## config.mk

```make
export PLATFORM = sky130hd
export DESIGN_NAME = dual_port_ram_host_ctrl
export DESIGN_NICKNAME = d
export VERILOG_FILES = /design/src/rtl/dual_port_ram_host_ctrl.sv
export SDC_FILE = /design/constraint.sdc
export NUM_CORES = 1
export LEC_CHECK = 0
export ABC_CLOCK_PERIOD_IN_PS = 2400
export CORE_UTILIZATION = 44
export DETAILED_ROUTE_END_ITERATION = 16
export PLACE_DENSITY = 0.8
export RECOVER_POWER = 25
export SETUP_SLACK_MARGIN = 0.2
export SYNTH_ARGS = -nofsm -noshare
export SYNTH_HDL_FRONTEND = slang
export SYNTH_SLANG_ARGS = --single-unit
```

## constraint.sdc

```tcl
create_clock -name clk -period 2.4 [get_ports clk]
set_clock_uncertainty 0.05 [all_clocks]
set_input_delay 0.6 -clock clk [delete_from_list [all_inputs] [get_ports clk]]
set_output_delay 0.6 -clock clk [all_outputs]
set_load 0.01 [all_outputs]
```

## src/rtl/dual_port_ram_host_ctrl.sv

```systemverilog
// Command-driven host controller for an 8x16 dual-port RAM.
// Sequences write, read and clear bursts over valid/ready streams.
module dual_port_ram_host_ctrl #(
  parameter int ADDR_W = 3,
  parameter int DATA_W = 16
) (
  input  logic              clk,
  input  logic              rst_n,
  input  logic              cmd_valid,
  output logic              cmd_ready,
  input  logic [1:0]        cmd_op,
  input  logic [ADDR_W-1:0] cmd_addr,
  input  logic [ADDR_W-1:0] cmd_len,
  input  logic              wr_valid,
  output logic              wr_ready,
  input  logic [DATA_W-1:0] wr_data,
  output logic              rsp_valid,
  input  logic              rsp_ready,
  output logic [DATA_W-1:0] rsp_data,
  output logic              done,
  output logic              err,
  output logic              busy,
  output logic              ram_we,
  output logic              ram_en,
  output logic              ram_rst,
  output logic [ADDR_W-1:0] ram_addr_w,
  output logic [ADDR_W-1:0] ram_addr_r,
  output logic [DATA_W-1:0] ram_data_w,
  input  logic [DATA_W-1:0] ram_data_r
);

  typedef enum logic [2:0] {
    S_IDLE,
    S_WR,
    S_RD_ISSUE,
    S_RD_WAIT,
    S_RD_CAP,
    S_RD_HOLD,
    S_CLR,
    S_CLR_WAIT
  } state_t;

  state_t              r_state;
  logic [ADDR_W-1:0]   r_cur_addr;
  logic [ADDR_W-1:0]   r_beats_left;
  logic                r_rsp_valid;
  logic [DATA_W-1:0]   r_rsp_data;
  logic                r_done;
  logic                r_err;
  logic                r_ram_we;
  logic                r_ram_en;
  logic                r_ram_rst;
  logic [ADDR_W-1:0]   r_ram_addr_w;
  logic [ADDR_W-1:0]   r_ram_addr_r;
  logic [DATA_W-1:0]   r_ram_data_w;

  logic                w_last;
  logic [ADDR_W-1:0]   w_next_addr;

  assign w_last      = (r_beats_left == '0);
  assign w_next_addr = r_cur_addr + ADDR_W'(1);

  assign cmd_ready  = (r_state == S_IDLE);
  assign busy       = (r_state != S_IDLE);
  assign wr_ready   = (r_state == S_WR);
  assign rsp_valid  = r_rsp_valid;
  assign rsp_data   = r_rsp_data;
  assign done       = r_done;
  assign err        = r_err;
  assign ram_we     = r_ram_we;
  assign ram_en     = r_ram_en;
  assign ram_rst    = r_ram_rst;
  assign ram_addr_w = r_ram_addr_w;
  assign ram_addr_r = r_ram_addr_r;
  assign ram_data_w = r_ram_data_w;

  // Burst sequencer; every RAM strobe and status pulse is registered here.
  always_ff @(posedge clk or negedge rst_n) begin
    if (!rst_n) begin
      r_state      <= S_IDLE;
      r_cur_addr   <= '0;
      r_beats_left <= '0;
      r_rsp_valid  <= 1'b0;
      r_rsp_data   <= '0;
      r_done       <= 1'b0;
      r_err        <= 1'b0;
      r_ram_we     <= 1'b0;
      r_ram_en     <= 1'b0;
      r_ram_rst    <= 1'b0;
      r_ram_addr_w <= '0;
      r_ram_addr_r <= '0;
      r_ram_data_w <= '0;
    end else begin
      r_done    <= 1'b0;
      r_err     <= 1'b0;
      r_ram_we  <= 1'b0;
      r_ram_en  <= 1'b0;
      r_ram_rst <= 1'b0;
      unique case (r_state)
        S_IDLE: begin
          if (cmd_valid) begin
            r_cur_addr   <= cmd_addr;
            r_beats_left <= cmd_len;
            unique case (1'b1)
              (cmd_op == 2'b00): r_state <= S_WR;
              (cmd_op == 2'b01): r_state <= S_RD_ISSUE;
              (cmd_op == 2'b10): r_state <= S_CLR;
              default:           r_err   <= 1'b1;
            endcase
          end
        end
        S_WR: begin
          if (wr_valid) begin
            r_ram_we     <= 1'b1;
            r_ram_addr_w <= r_cur_addr;
            r_ram_data_w <= wr_data;
            r_cur_addr   <= w_next_addr;
            if (w_last) begin
              r_state <= S_IDLE;
              r_done  <= 1'b1;
            end else begin
              r_beats_left <= r_beats_left - ADDR_W'(1);
            end
          end
        end
        S_RD_ISSUE: begin
          r_ram_en     <= 1'b1;
          r_ram_addr_r <= r_cur_addr;
          r_state      <= S_RD_WAIT;
        end
        S_RD_WAIT: begin
          r_state <= S_RD_CAP;
        end
        S_RD_CAP: begin
          r_rsp_data  <= ram_data_r;
          r_rsp_valid <= 1'b1;
          r_state     <= S_RD_HOLD;
        end
        S_RD_HOLD: begin
          if (rsp_ready) begin
            r_rsp_valid <= 1'b0;
            if (w_last) begin
              r_state <= S_IDLE;
              r_done  <= 1'b1;
            end else begin
              r_cur_addr   <= w_next_addr;
              r_beats_left <= r_beats_left - ADDR_W'(1);
              r_state      <= S_RD_ISSUE;
            end
          end
        end
        S_CLR: begin
          r_ram_rst <= 1'b1;
          r_state   <= S_CLR_WAIT;
        end
        S_CLR_WAIT: begin
          r_state <= S_IDLE;
          r_done  <= 1'b1;
        end
        default: r_state <= S_IDLE;
      endcase
    end
  end

endmodule
```

* Word level (Yosys, flattened, before mapping) *
Index checks and enable logic that the tools add are counted.

cells by class
  add/subtract/negate cells = 2
  equality and inequality tests = 15
  mux-type cells = 30
  reduce and logical (&&, ||, !) cells = 12

operators by type and width
  cell                                                                 count
  3-bit 2-to-1 mux                                                     12
  3-bit case mux with 3 select lines                                   3
  3-bit case mux with 8 select lines                                   1
  3-bit == test (second input constant)                                4
  1-bit 2-to-1 mux                                                     11
  5-bit AND reduction                                                  2
  2-bit != test (second input constant)                                4
  3-bit by 2-bit == test with 1-bit output (second input constant)     2
  3-bit logical NOT                                                    2
  3-bit nonzero test                                                   2
  4-bit by 1-bit != test with 1-bit output (second input constant)     1
  2-bit AND reduction                                                  2
  4-bit AND reduction                                                  1
  3-bit by 1-bit adder with 3-bit output (second input constant)       1
  3-bit by 1-bit == test with 1-bit output (second input constant)     1
  1-bit case mux with 3 select lines                                   1
  3-bit OR reduction                                                   1
  3-bit by 1-bit subtractor with 3-bit output (second input constant)  1
  2-bit by 1-bit == test with 1-bit output (second input constant)     1
  2-bit == test (second input constant)                                1
  2-bit logical NOT                                                    1
  2-bit 2-to-1 mux                                                     1
  2-bit by 1-bit != test with 1-bit output (second input constant)     1
  1-bit case mux with 2 select lines                                   1
  2-bit nonzero test                                                   1

word-level totals
  register bits = 53
  input bits = 45
  output and inout port bits = 47
  logic and storage cells = 72

* Logic depth before layout (Yosys ltp) *
Gate-level depths: netlist of run 1.

  word-level depth = 5
  depth in mapped cells = 6
  depth with buffers taken out = 6

* Least setup slack after synthesis of run 1 *
OpenSTA, ideal clock, no wires.

  path type = in2reg
  start point = input port cmd_valid
  end point = register r_beats_left[0]
  library setup time = 0.131 ns
  arrival time = 1.597 ns
  required time = 2.219 ns
  path slack = 0.622 ns
  stages = 4
  buffers on the path = 0
  cells stage by stage = mux2_4 o21a_4 and4_1 or3b_1

between the ends
  word-level cells in the longest chain between the ends = 2

ends and longest elaborated chain
  what                           RTL line  text
  start: declaration             9         input logic cmd_valid,
  2-bit != test (no line)        --
  4-bit AND reduction (no line)  --
  end signal: assignment         103       r_beats_left <= cmd_len;
  end signal: assignment         122       r_beats_left <= r_beats_left - ADDR_W'(1);
  end signal: assignment         147       r_beats_left <= r_beats_left - ADDR_W'(1);
  end: declaration               45        logic [ADDR_W-1:0] r_beats_left;

Every way passes these cells.
A chain may end at the register's enable or synchronous reset.

* Worst setup path after layout of run 1 *
  start point = register r_state[1]
  end point = output port wr_ready

between the ends
  word-level cells in the longest chain between the ends = 1

ends and longest elaborated chain
  what                                      RTL line  text
  start: declaration                        43        state_t r_state;
  start signal: assignment                  80        r_state <= S_IDLE;
  start signal: assignment                  105       (cmd_op == 2'b00): r_state <= S_WR;
  start signal: assignment                  106       (cmd_op == 2'b01): r_state <= S_RD_ISSUE;
  3-bit by 1-bit == test with 1-bit output  65        assign wr_ready = (r_state == S_WR);
  end: declaration                          15        output logic wr_ready,

Every way passes these cells.

==> impl_metrics.json, run 1 <==
{
  "core_area_um2": 5170,
  "h-tree-depth": 2,
  "final_common_cell": "clkdlybuf4s50_1",
  "hold_viol": 0,
  "p_leak_nw": 1.50,
  "worstHoldPathType": "in -> async",
  "period_needed_ns": 2.15,
  "yosys.area.top_type": "dfrtp_1",
  "grt_pass1_vias": 1667,
  "synth_ff_type": "dfrtp_1",
  "die_w_um": 75.6,
  "avgSynthCellArea_um2": 13.4,
  "clockRootBuffer": "clkbuf_8",
  "ys_types": 45,
  "ir_worst_vdd_uv": 614,
  "slew_headroom": 0.190,
  "cts_buffers": 5,
  "synth_seq_area_share": 0.557,
  "clk_pin_slew_ns": 0.09,
  "place_hpwl_um": 3480,
  "grt_pass1_wl_um": 7610,
  "die_y_um": 75.6,
  "clock_latency_ns": 0.29,
  "cts_num_sinks": 53,
  "first_pass_iters": 4,
  "cp-start-kind": "register",
  "hold_slack_ns": 0.0632,
  "rsz0062_at_grt": "no",
  "worst-path-max-fanout": 5,
  "grt_overflow": 0,
  "syn_area_um2": 2380,
  "ctsHoldBuffers": 0,
  "routed_via_density": 5.10,
  "grt.total_usage": 0.179,
  "worst_slew_pin_slew_ns": 1.21,
  "antenna_left": 0,
  "grt_max_degree": 51,
  "slowest_delay_ns": 0.53,
  "max_freq_ghz": 0.465,
  "p_per_area_nw_per_um2": 1300,
  "synth_fp_nets": 229,
  "synth_top_area_frac": 0.557,
  "final.setup.tns_ns": 0,
  "cpMaxStageDelayCell": "clkdlybuf4s50_1",
  "fillCellCount": 392,
  "drive_gt1_frac": 0.243,
  "start_util": 0.460,
  "cp.arrival_ns": 1.50,
  "routed_wl_um": 4850,
  "dieArea_um2": 5710,
  "setup_violations": 0,
  "vias": 1784,
  "io-pin-count": 92,
  "multi_input_area_um2": 975,
  "fin_nets": 330,
  "synth_edf_count": 0,
  "slew_viol_final": 0,
  "grt_antenna_before_repair": 0,
  "synthArstFlopShare": 1.00,
  "critPathKind": "reg -> out",
  "drt_iter0_drc": 90,
  "cts_tree": "built",
  "worst_setup_path_end_kind": "output port",
  "r2r-start": "r_beats_left[0]",
  "maxCapViolations": 0,
  "final_cell_mix": "88 x clkdlybuf4s50_1, 50 x dfrtp_1, 37 x mux2_2",
  "regArea_um2": 1330,
  "place_congestion": 0.833,
  "num_rows": 26,
  "power_mw": 4.55,
  "final.setup.worst_slack_ns": 0.250,
  "synth_warnings": 0,
  "syn_inst": 178,
  "post-place-ws_ns": 0.103,
  "synth_area_leaders": "dfrtp_1 56%, mux2_2 17%, ha_1 3.2%",
  "syn2layout_area_growth_pct": 46.7,
  "status": "completed",
  "cts.path.max_buffers": 2,
  "finalCritPeriodShare": 0.896,
  "wire_per_inst_um": 13.8,
  "drc_errors": 0,
  "ys_ff_latch": 53,
  "cp-startpoint": "r_state[1]",
  "port-buffer-count": 91,
  "antennaDiodeCount": 0,
  "crit_required_ns": 1.75,
  "path_cells": "nor2_2 > and2_1 > clkdlybuf4s50_1"
}
==> worst paths after layout <==
kind	end	slack, ns	cells past startpoint
max in group asynchronous	r_state[1]	0.76	2
max	wr_ready	0.25	3
max reg2reg	r_beats_left[0]	0.41	6
min reg2reg	rsp_data[14]	0.44	1
min	ram_data_w[7]	0.06	1
min in group clk	rsp_data[14]	0.44	1
==> through the flow <==
stage	std cells	instance area, µm²	utilization
6_report	350	3490	0.675
5_1_grt	350	3490	0.675
4_1_cts	349	3500	0.677
3_5_place_dp	337	3380	0.653
3_3_place_gp	337	3380	0.653
2_1_floorplan	178	2380	-
==> registers in the layout, indices dropped and copies added (netlist names) <==
| register | flops |
|---|---|
| ram_rst | 1 |
| rsp_data | 16 |
| done | 1 |
| r_state | 3 |
| ram_data_w | 16 |
| rsp_valid | 1 |
| ram_addr_r | 3 |
| err | 1 |
| r_cur_addr | 3 |
| ram_en | 1 |
| r_beats_left | 3 |
| ram_addr_w | 3 |
| ram_we | 1 |
==> synthesized netlist by cell type (2+ instances only) <==
master    number
dfrtp_1       53
mux2_2        37
a21oi_1        6
ha_1           6
inv_1          6
o21ai_0        6
nand2b_1       5
buf_4          4
nand2_1        4
nor2b_1        4
a31oi_1        3
buf_2          3
nor2_1         3
and3_1         2
mux2i_1        2
nand3_1        2
nand3b_1       2
nor3b_1        2
o22ai_1        2
==> repair_timing <==
item / 4_1_cts / 5_1_grt
endpoints found under the setup margin: 3 / 1
buffers inserted: 4 / 1
gates cloned: 0 / 0
resized for setup: 5 / 1
==> per-layer routing <==
metal | GRT usage | wire length, µm | vias up
met5 | 0 | 0 | -
met1 | 0.228 | 2110 | 873
met4 | 0.0494 | 36 | 0
met2 | 0.303 | 2290 | 74
li1 | - | - | 833
met3 | 0.0489 | 411 | 4
==> area by class of cell <==
class | instances | share of cell area
inverter | 7 | 0.00752
multi-input combinational | 109 | 0.279
clock inverter | 1 | 0.00215
timing repair buffer | 103 | 0.283
clock buffer | 7 | 0.0219
sequential | 53 | 0.381
tap | 70 | 0.0251
==> worst max-delay path: cells and delay by family (launching register included) <==
family,cells,cell delay (ns)
buffers and inverters,1,0.53
flip-flops,1,0.45
AND/OR/NAND/NOR,2,0.23
==> kinds of logic (layout without fill, tap and decap cells) <==
logic type | after synthesis | in the layout | share of synthesized area
AOI/OAI and AO/OA | 26 | 26 | 0.0809
adders and majority gates | 6 | 6 | 0.0315
and+or+nand+nor | 36 | 36 | 0.0998
DFF | 53 | 53 | 0.557
buffers and inverters | 16 | 118 | 0.0363
muxes | 41 | 41 | 0.194
==> power breakdown <==
part           internal (mW)  leakage [nW]  switching, mW  total (mW)
combinational           1.47         0.816           1.04        2.51
clock                  0.207        0.0385          0.273       0.480
sequential              1.33         0.643          0.231        1.56
total                   3.00          1.50           1.55        4.55
No activity file was read; power rests on OpenSTA's default activity.
==> run 2, diff against run 1 <==
- GPL_ROUTABILITY_DRIVEN: unset -> 0
==> results of run 2 <==
Same layout as run 1: the final DEF is identical, and so are final timing and power.
==> edit 1, RTL diff (settings of run 1) <==
`DATA_W`: 16 -> 14.
--- a/src/rtl/dual_port_ram_host_ctrl.sv
+++ b/src/rtl/dual_port_ram_host_ctrl.sv
@@ -2,7 +2,7 @@
 // Sequences write, read and clear bursts over valid/ready streams.
 module dual_port_ram_host_ctrl #(
   parameter int ADDR_W = 3,
-  parameter int DATA_W = 16
+  parameter int DATA_W = 14
 ) (
   input  logic              clk,
   input  logic              rst_n,
Ports: changed (resized ram_data_r, ram_data_w, rsp_data and wr_data); port bits go from 92 to 84. No check against the original RTL was run, so the function may have changed too.
==> edit 1 against run 1 <==
Combinational power shrank 16%. Routed wire length fell by 4.2%. Total power shrank 8.8%. Area after synthesis down 5.4%. Worst setup slack gained 39 ps. Sequential cell count fell by 4. Via count decreased by 9.6%. Cell area is 6.3% lower.
==> edit 1: results (changes against run 1) <==
metric,value,unit,change
status,"finished, final reports clean",,
clk_lat worst skew,310,ps,+20 ps
Reg2Reg Setup Slack,630,ps,+220 ps
Worst EP arrival,1460,ps,-40 ps
xor/xnor share of the synthesized area,0,%,unchanged
Netlist cell types,48,,+6.7%
"CP delay by family, top",simple AND/OR/NAND/NOR gates,,
Compound-Gate Fraction of Synth Area,9.11,%,+1.0 points
Static Leakage,1.44,nW,-4.1%
peak supply drop,0.000478,V,-22%
cell total after placement,317,,-5.9%
Post-synth top cells,"dfrtp_1 (49), mux2_1 (17), mux2_4 (9), mux2_2 (8), nor2_1 (8)",,
sequential-to-total area share from yosys stat,54.4,%,-1.3 points
vias in the first global route,1506,,-9.7%
wire per inst,14.3,µm,+3.2%
"top cells by area, synth","dfrtp_1 (54%), mux2_1 (8.5%), mux2_4 (6.0%)",,
Critical Path Slowest Stage Cell,dfrtp_1,,
Worst-Margin Slew,1180,ps,-30.1 ps
global-route wire length before repair,7.29,mm,-4.3%
fill count,368,,-6.1%
mux cell area share after synthesis,20.0,%,+0.55 points
Detailed Routing Iterations Pass 1,4,,unchanged
post-synthesis net count,214,,-6.6%
Hold Path Class,reg2reg,,
HPWL after detailed placement,3.42,mm,-1.7%
GRT Overall Usage,18.0,%,+0.095 points
Port Buffers,83,,-8.8%
worst-path maximum fanout,3,,-2
Placer Congestion,0.810,,-2.8%
CP max stage delay,380,ps,-150 ps
Via Count,1613,,-9.6%
First DRT Iteration DRCs,113,,+26%
post-synthesis adder-cell area fraction,3.33,%,+0.18 points
largest net degree at the start of global routing,50,,-2.0%
layout cell share with drive strength beyond 1,17.8,%,-6.5 points
post-synthesis instance total,167,,-6.2%
==> edit 1: timing repair <==
action | 4_1_cts | 5_1_grt
setup endpoints to repair | 3 | 0
resized for setup | 4 | 0
hold buffers | 0 | 0
buffers inserted | 0 | 0
==> edit 1: final cells by class <==
type	count	share of cell area [%]
inverter	9	1.03
clock buffer	6	2.52
clock inverter	2	1.15
timing repair buffer	90	27.0
tap	67	2.56
sequential	49	37.5
multi-input combinational	102	28.2
==> edit 1: per-layer routing <==
metal  vias to the layer above  track usage, %  wire length [µm]
met2                        67            28.8              2120
met1                       769            23.8              2070
met5                         -               0                 0
met4                         0            5.13                55
li1                        769               -                 -
met3                         8            5.21               394
==> edit 1: how the worst max path moves through the flow <==
stage / startpoint / endpoint / slack, ps / cells past startpoint
finish: r_state[2] / busy / 290 / 4
global route: r_state[2] / busy / 200 / 4
CTS: r_state[2] / busy / 270 / 4
detailed placement: cmd_op[0] / r_state[2] / 50 / 6
global placement: cmd_op[0] / r_state[2] / 170 / 6
floorplan: r_state[1] / busy / 660 / 4
==> edit 1: cell families (layout without fill, tap and decap cells) <==
kind of cell,Yosys count,count (layout)
AOI/OAI and AO/OA,25,25
buffers and inverters,16,107
adders and majority gates,6,6
DFF,49,49
muxes,37,37
and+or+nand+nor,34,34
==> edit 1: worst register-to-register path, delay by kind of cell, from the launching register on <==
family	cells	cell delay, ps
adder cells (fa/ha/maj)	1	190
AND/OR/NAND/NOR	2	350
buffers and inverters	1	70
AO/OA/AOI/OAI	2	650
flip-flops	1	360
==> edit 1: through the flow <==
stage | hold WS (ps) | setup slack [ps] | instance area (µm²) | total power [mW]
after floorplan | 254 | 655 | 2250 | 2.62
after global placement | 411 | 166 | 3170 | 3.54
after detailed placement | 420 | 50.6 | 3170 | 3.60
after CTS | 248 | 270 | 3290 | 4.20
after global routing | 444 | 204 | 3270 | 4.44
final | 437 | 290 | 3270 | 4.15
==> edit 1: report_power, final <==
part | switching (mW) | internal (mW)
Clock | 0.279 | 0.339
Combinational | 0.892 | 1.23
Sequential | 0.194 | 1.22
Total | 1.37 | 2.79
==> edit 2, RTL diff (settings of run 1) <==
Without the edit above. Put one more register stage on the output `err`. The value now appears one clock later. The other outputs are not delayed to match.
--- a/src/rtl/dual_port_ram_host_ctrl.sv
+++ b/src/rtl/dual_port_ram_host_ctrl.sv
@@ -66,7 +66,9 @@
   assign rsp_valid  = r_rsp_valid;
   assign rsp_data   = r_rsp_data;
   assign done       = r_done;
-  assign err        = r_err;
+  always_ff @(posedge clk) begin
+    err <= r_err;
+  end
   assign ram_we     = r_ram_we;
   assign ram_en     = r_ram_en;
   assign ram_rst    = r_ram_rst;
Check against the original RTL: not equivalent (Yosys sat finds a counterexample within 4 cycles, from zero or initial values and one cycle with rst_n low).
==> edit 2 against run 1 <==
Area after synthesis is 0.84% higher. Worst setup slack worse by 14 ps. The flow now finishes with violations (capacitance limit, slew limit). First-iteration DRC count down 37%. Largest cell class unchanged. Cell area grew 1.2%. Sequential cell count up 1. Total power grew 2.2%. Non-clock buffer count down 4. Routed wire length increased by 1.4%.
==> edit 2: results (changes against run 1) <==
metric,value,unit,change
Hold Crit Depth,0,,
largest net degree at the start of global routing,29,,-43%
Worst Hold Launch,r_err,,
Hold EP,err,,
Port Buffers,91,,unchanged
Post-synth top cells,"dfrtp_1 (53), mux2_2 (37)",,
NumNets Final,327,,-0.91%
layout cell share with drive strength beyond 1,23.5,%,-0.82 points
Static Leakage,1.52,nW,+1.6%
Placer Congestion,0.869,,+4.3%
Netlist cell types,46,,+2.2%
Detailed Routing Iterations Pass 1,4,,unchanged
First DRT Iteration DRCs,57,,-37%
Hold Path Class,reg2reg,,
Critical R2R Capture,r_beats_left[0],,
HPWL after detailed placement,3.64,mm,+4.7%
CTS Root Buffer Type,clkbuf_8,,
vias in the first global route,1629,,-2.3%
Via Count,1766,,-1.0%
worst-path maximum fanout,6,,+1
htree depth,2,,unchanged
global-route wire length before repair,7.54,mm,-0.91%
Reg2Reg Setup Slack,410,ps,about the same
sequential-to-total area share from yosys stat,56.1,%,+0.37 points
peak supply drop,0.000588,V,-4.2%
Worst-Margin Slew,1590,ps,+374 ps
Reg2Reg Depth,6,,unchanged
failing checks,"capacitance limit, slew limit",,
GRT Overall Usage,17.5,%,-0.36 points
status,finished with violations,,
total CTS buffers,5,,unchanged
initial antenna violation count,0,,unchanged
cell total after placement,338,,+0.30%
share of flip-flops with an asynchronous set or reset,98.1,%,-1.9 points
post-synthesis instance total,179,,+0.56%
Longest Clk Path Bufs,2,,unchanged
post-synthesis net count,230,,+0.44%
"top cells by area, synth","dfrtp_1 (55%), mux2_2 (17%), ha_1 (3.1%)",,
Clock transition at path regs,90,ps,about the same
reg2reg start,r_beats_left[0],,
wire per inst,14.2,µm,+2.3%
Ys Warns,0,,unchanged
Ant. Diodes,0,,unchanged
WL final,4.92,mm,+1.4%
Worst EP arrival,1510,ps,
Max Cap Viol,1,,+1
fill count,404,,+3.1%
Max Slew Vio Count,28,,+28
-- edit 2: stage by stage --
step | setup WS (ps) | total power, mW | instance area, µm² | hold WS, ps
4_1_cts | 202 | 4.68 | 3520 | 289
3_3_place_gp | 149 | 4.03 | 3410 | 277
5_1_grt | 148 | 4.99 | 3530 | 310
2_1_floorplan | 622 | 2.97 | 2400 | 254
6_report | 236 | 4.65 | 3530 | 304
3_5_place_dp | 123 | 4.11 | 3410 | 284
-- edit 2: worst max-delay path by stage --
stage | start | endpoint | slack [ps] | depth (start not counted)
after CTS | r_state[0] | busy | 200 | 3
after detailed placement | wr_valid | r_beats_left[0] | 120 | 5
after global routing | r_state[0] | busy | 150 | 3
after floorplan | cmd_valid | r_beats_left[0] | 620 | 4
final | r_state[0] | busy | 240 | 3
after global placement | wr_valid | r_beats_left[0] | 150 | 5
-- edit 2: repair_timing --
| item | in CTS | in global routing |
|---|---|---|
| setup endpoints to repair | 2 | 2 |
| resized for setup | 1 | 4 |
| buffers inserted | 1 | 0 |
| pin swaps | 1 | 0 |
-- edit 2: area by class of cell --
cell class / count / area (µm²) / share of cell area [%]
multi-input cells: 109 / 975 / 27.6
well taps: 70 / 87.6 / 2.48
inverters: 7 / 26.3 / 0.744
flip-flops and latches: 54 / 1350 / 38.2
clock inverters: 1 / 8.76 / 0.248
clock buffers: 7 / 96.3 / 2.73
repair buffers: 99 / 991 / 28.0
-- edit 2: cell families after synthesis --
family | after synthesis | synth area share, %
flops | 54 | 56.1
buf+inv | 16 | 3.60
compound gates | 26 | 8.03
simple gates | 36 | 9.90
mux | 41 | 19.3
fa+ha+maj | 6 | 3.13
-- edit 2: report_power, final --
group          internal [mW]  leakage (nW)  total (mW)  switching [mW]
Combinational           1.47         0.814        2.51            1.04
Clock                  0.265        0.0544       0.558           0.293
Sequential              1.34         0.653        1.58           0.241
-- edit 2: layer usage --
layer,GRT usage [%],part of all wire (%),up-vias
met4,5.97,0.63,0
met3,6.22,8.9,4
met2,27.7,47,72
met1,22.5,43,857
li1,-,-,833
met5,0,0,-
-- edit 2: worst max-delay path, cell delays in order (launching register included) --
cell and delay (ps):
dfrtp_2 470, nor3_4 200, inv_1 70, clkdlybuf4s50_1 480
